File: src/rtl/load_use_hazard_unit_pkg.sv
// Shared pipeline definitions for the load-use hazard detector:
// register-address width, the $zero register, and the control-output bundle.
package load_use_hazard_unit_pkg;

    localparam int NB_REG = 5;
    localparam logic [NB_REG-1:0] ZERO_REG = 5'd0;

    typedef struct packed {
        logic pc_write;
        logic write_if_id;
        logic mux_control;
        logic stall;
    } hazard_ctrl_t;

    localparam hazard_ctrl_t CTRL_RUN   = '{pc_write: 1'b1, write_if_id: 1'b1, mux_control: 1'b0, stall: 1'b0};
    localparam hazard_ctrl_t CTRL_STALL = '{pc_write: 1'b0, write_if_id: 1'b0, mux_control: 1'b1, stall: 1'b1};

endpackage

File: src/rtl/load_use_hazard_unit.sv
// Load-use hazard detector in ID: freezes PC and IF/ID and injects a bubble into
// ID/EX when the load in ID/EX writes a register read by the instruction in IF/ID.
module load_use_hazard_unit #(
    parameter int NB_REG   = load_use_hazard_unit_pkg::NB_REG,
    parameter int NB_COUNT = 32
) (
    input  logic                i_clk,
    input  logic                i_rst_n,
    input  logic                i_enable,
    input  logic                is_ID_EX_MemRead,
    input  logic [NB_REG-1:0]   i_ID_EX_Rt,
    input  logic [NB_REG-1:0]   i_IF_ID_Rs,
    input  logic [NB_REG-1:0]   i_IF_ID_Rt,
    output logic                o_PC_write,
    output logic                os_write_IF_ID,
    output logic                os_mux_control,
    output logic                o_stall,
    output logic [NB_COUNT-1:0] o_stall_count
);
    import load_use_hazard_unit_pkg::*;

    localparam logic [NB_COUNT-1:0] COUNT_MAX = '1;
    localparam logic [NB_COUNT-1:0] COUNT_ONE = NB_COUNT'(1);

    // rs and rt are both compared for every format; an I-type false stall is harmless.
    function automatic logic load_use_match(
        input logic              mem_read,
        input logic [NB_REG-1:0] ex_rt,
        input logic [NB_REG-1:0] id_rs,
        input logic [NB_REG-1:0] id_rt
    );
        return mem_read && (ex_rt != NB_REG'(ZERO_REG)) &&
               ((ex_rt == id_rs) || (ex_rt == id_rt));
    endfunction

    logic                w_hazard;
    hazard_ctrl_t        w_ctrl;
    logic [NB_COUNT-1:0] r_stall_count;

    assign w_hazard = load_use_match(is_ID_EX_MemRead, i_ID_EX_Rt, i_IF_ID_Rs, i_IF_ID_Rt);

    // Zero-latency control steering; reset forces the free-running values.
    always_comb begin
        w_ctrl = CTRL_RUN;
        if (!i_rst_n) begin
            w_ctrl = CTRL_RUN;
        end else if (w_hazard) begin
            w_ctrl = CTRL_STALL;
        end else begin
            w_ctrl = CTRL_RUN;
        end
    end

    // Saturating count of bubbles inserted while the pipeline is advancing.
    always_ff @(posedge i_clk or negedge i_rst_n) begin
        if (!i_rst_n) begin
            r_stall_count <= '0;
        end else if (i_enable && w_hazard && (r_stall_count != COUNT_MAX)) begin
            r_stall_count <= r_stall_count + COUNT_ONE;
        end else begin
            r_stall_count <= r_stall_count;
        end
    end

    assign o_PC_write     = w_ctrl.pc_write;
    assign os_write_IF_ID = w_ctrl.write_if_id;
    assign os_mux_control = w_ctrl.mux_control;
    assign o_stall        = w_ctrl.stall;
    assign o_stall_count  = r_stall_count;

endmodule

File: config.mk
export PLATFORM = sky130hd
export DESIGN_NAME = load_use_hazard_unit
export DESIGN_NICKNAME = d
export VERILOG_FILES = /design/src/rtl/load_use_hazard_unit_pkg.sv /design/src/rtl/load_use_hazard_unit.sv
export SDC_FILE = /design/constraint.sdc
export NUM_CORES = 1
export LEC_CHECK = 0
export BUFFER_PORTS_ARGS = -buffer_cell sky130_fd_sc_hd__buf_2
export CAP_MARGIN = 5
export CORE_ASPECT_RATIO = 0.5
export CORE_MARGIN = 3
export CORE_UTILIZATION = 25
export CTS_CLUSTER_DIAMETER = 120
export DETAILED_ROUTE_END_ITERATION = 8
export HOLD_SLACK_MARGIN = 0.03
export SETUP_SLACK_MARGIN = 0.2
export SYNTH_ARGS = -nofsm -noshare
export SYNTH_HDL_FRONTEND = slang
export SYNTH_SLANG_ARGS = --single-unit
File: constraint.sdc
create_clock -name i_clk -period 3 [get_ports i_clk]
set_input_delay 0.3 -clock i_clk [delete_from_list [all_inputs] [get_ports i_clk]]
set_output_delay 0.3 -clock i_clk [all_outputs]
set_load 0.01 [all_outputs]
==> impl_metrics.env <==
export IMPL_status="complete, no violations"
export IMPL_skew_ns=0.00664
export IMPL_die_area_sq_um=8220
export IMPL_seq_area_frac_synth=0.451
export IMPL_global_route_usage_met2=0.165
export IMPL_yosys_top_cells_area="dfrtp_1 (45%), xnor2_1 (13%), xor2_1 (5.4%)"
export IMPL_netlist_instances=170
export IMPL_cts_tree="yes"
export IMPL_irDropWorstVdd_mv=0.258
export IMPL_path_class="reg2reg"
export IMPL_drive_gt1_frac=0.320
export IMPL_avgSynthCellArea_sq_um=10.5
export IMPL_setup_worst_path_start="o_stall_count[0]$_DFFE_PN0P_"
export IMPL_fin_hold_ws_ns=0.0902
export IMPL_wl_per_cell_microns=12.8
export IMPL_cts_setup_buffers=0
export IMPL_syn_cell_area_sq_um=1780
export IMPL_yosysUniqueCellTypes=32
export IMPL_power_leakage_nw=1.09
export IMPL_die_w_microns=125
export IMPL_largest_reg_flops=32
export IMPL_crit_arrival_ns=2.50
export IMPL_numPortBuffers=54
export IMPL_relSlewSlack=0.504
export IMPL_cp_required_ns=3.16
export IMPL_ys_ff_latch=32
export IMPL_cts_buffers=5
export IMPL_core_area_sq_um=6780
export IMPL_grt_pass1_wl_mm=6.81
export IMPL_fin_area_sq_um=2280
export IMPL_root_buffer="clkbuf_16"
export IMPL_synth_fp_nets=190
export IMPL_grt_max_degree=33
export IMPL_post_cts_resize_count=0
export IMPL_antenna_left=0
export IMPL_grt_usage=0.103
export IMPL_synthArstFlopShare=1.00
export IMPL_start_util=0.262
export IMPL_overflow=0
export IMPL_path_max_fanout=12
export IMPL_path_clk_slew_ns=0.05
export IMPL_grt_use_met3=0.0373
export IMPL_fmax_ghz=0.427
export IMPL_tightest_slew_ns=0.739
export IMPL_crit_path_end_kind="flip-flop"
export IMPL_nets=247
export IMPL_place_gp_congestion=0.803
export IMPL_place_hpwl_mm=3.18
export IMPL_ys_warnings_count=0
export IMPL_routed_wl_mm=4.09
export IMPL_h_tree_depth=2
export IMPL_placed_cells=312
export IMPL_cts_hold_buf=0
export IMPL_cts_sinks=32
export IMPL_clk_latency_ns=0.28
export IMPL_rsz0062_at_grt="false"
export IMPL_final_cells=320
export IMPL_hold_path_class="in2async"
export IMPL_synth_edf_count=0
export IMPL_r2r_start="o_stall_count[0]$_DFFE_PN0P_"
export IMPL_final_common_cell="buf_2"
export IMPL_power_density_nw_per_um2=469
export IMPL_ios=55
export IMPL_setup_viol=0
export IMPL_vias_per_cell=4.51
export IMPL_n_antenna_cell=0
export IMPL_first_global_vias=1405
export IMPL_antenna_found_initial=0
export IMPL_dr_first_iter_drc_count=45
export IMPL_slew_viol_final=0
export IMPL_num_rows=21
export IMPL_remaining_drc_errors=0
export IMPL_dr_total_vias=1442
export IMPL_hold_viol_final=0
export IMPL_fin_crit_ns=2.34
export IMPL_n_fill_cell=699
export IMPL_synth_top_cell_by_area="dfrtp_1"
export IMPL_synth_ff_type="dfrtp_1"
export IMPL_timing_final_crit_share=0.781
export IMPL_tns_ns=0
export IMPL_yosys_area_top_type_share=0.451
export IMPL_clock_path_buffers=2
export IMPL_most_common_layout_cells="buf_2 (54), dfrtp_1 (32), xnor2_1 (27), nand3_1 (16), nand4_1 (15)"
export IMPL_drtPass1Iterations=4
export IMPL_die_h_microns=65.6
export IMPL_fin_util=0.337
export IMPL_top_usage_layer="met2"
export IMPL_start_kind="flip-flop"
export IMPL_met1_usage=0.130
export IMPL_area_growth_pct=28.5
export IMPL_cap_violations=0
export IMPL_dpl_cell_area_sq_um=2130
-- routing by layer --
metal	part of all wire	vias up
li1	-	719
met1	0.46	694
met2	0.47	25
met3	0.050	4
met4	0.013	0
met5	0	-
-- cell families after synthesis --
kind of cell             count (synthesis)  share of synthesized area
AO/OA/AOI/OAI                            5                     0.0282
XOR/XNOR                                38                      0.187
adder cells (fa/ha/maj)                  1                    0.00704
buffers and inverters                    8                     0.0268
flip-flops                              32                      0.451
multiplexers                             4                     0.0268
AND/OR/NAND/NOR                         82                      0.273
-- Yosys cell counts, drive strengths merged, types with 2 or more instances --
library cell  instances
xor2                 11
nor3                  5
nand2                11
nor2b                 2
nor2                  8
dfrtp                32
and3                 10
mux2                  3
nand3                16
nand4                15
xnor2                27
buf                   5
and4                  5
inv                   3
and2                  6
-- metrics by stage --
step	total power, W	worst slack (ns)
after floorplan	0.000520	1.07
after global placement	0.000569	0.737
after detailed placement	0.000573	0.663
after CTS	0.00108	0.651
after global routing	0.00112	0.526
final	0.00107	0.657
-- power by group --
| part | internal [W] | switching [W] | total (W) |
|---|---|---|---|
| Clock | 0.000330 | 0.000178 | 0.000508 |
| Sequential | 0.000447 | 0.0000189 | 0.000466 |
| Combinational | 0.0000433 | 0.0000535 | 0.0000967 |
| Total | 0.000820 | 0.000251 | 0.00107 |
-- worst paths after layout --
check,to,slack [ns],cells after the start
min reg2reg,o_stall_count[16]$_DFFE_PN0P_,0.49,1
min in group i_clk,o_stall_count[12]$_DFFE_PN0P_,0.40,3
max reg2reg,o_stall_count[1]$_DFFE_PN0P_,0.66,6
min,o_stall_count[19]$_DFFE_PN0P_,0.09,2
max in group asynchronous,o_stall_count[8]$_DFFE_PN0P_,2.61,2
max,o_stall_count[1]$_DFFE_PN0P_,0.66,6
-- worst max-delay path, cell delays in order (launching register included) --
cell and delay, ns:
dfrtp_1 0.42, ha_1 0.25, and4_1 0.25, and4_4 0.18, nor4b_2 0.16, nor3_2 0.57, mux2_2 0.41
-- layout make-up --
type,instances,area (sq um),area share
repair buffers,55,278,0.122
clock inverters,1,7.51,0.00329
well taps,92,115,0.0504
clock buffers,7,143,0.0625
inverters,3,11.3,0.00493
multi-input cells,130,928,0.407
flip-flops and latches,32,801,0.351
Power figures use the tool's default switching activity.
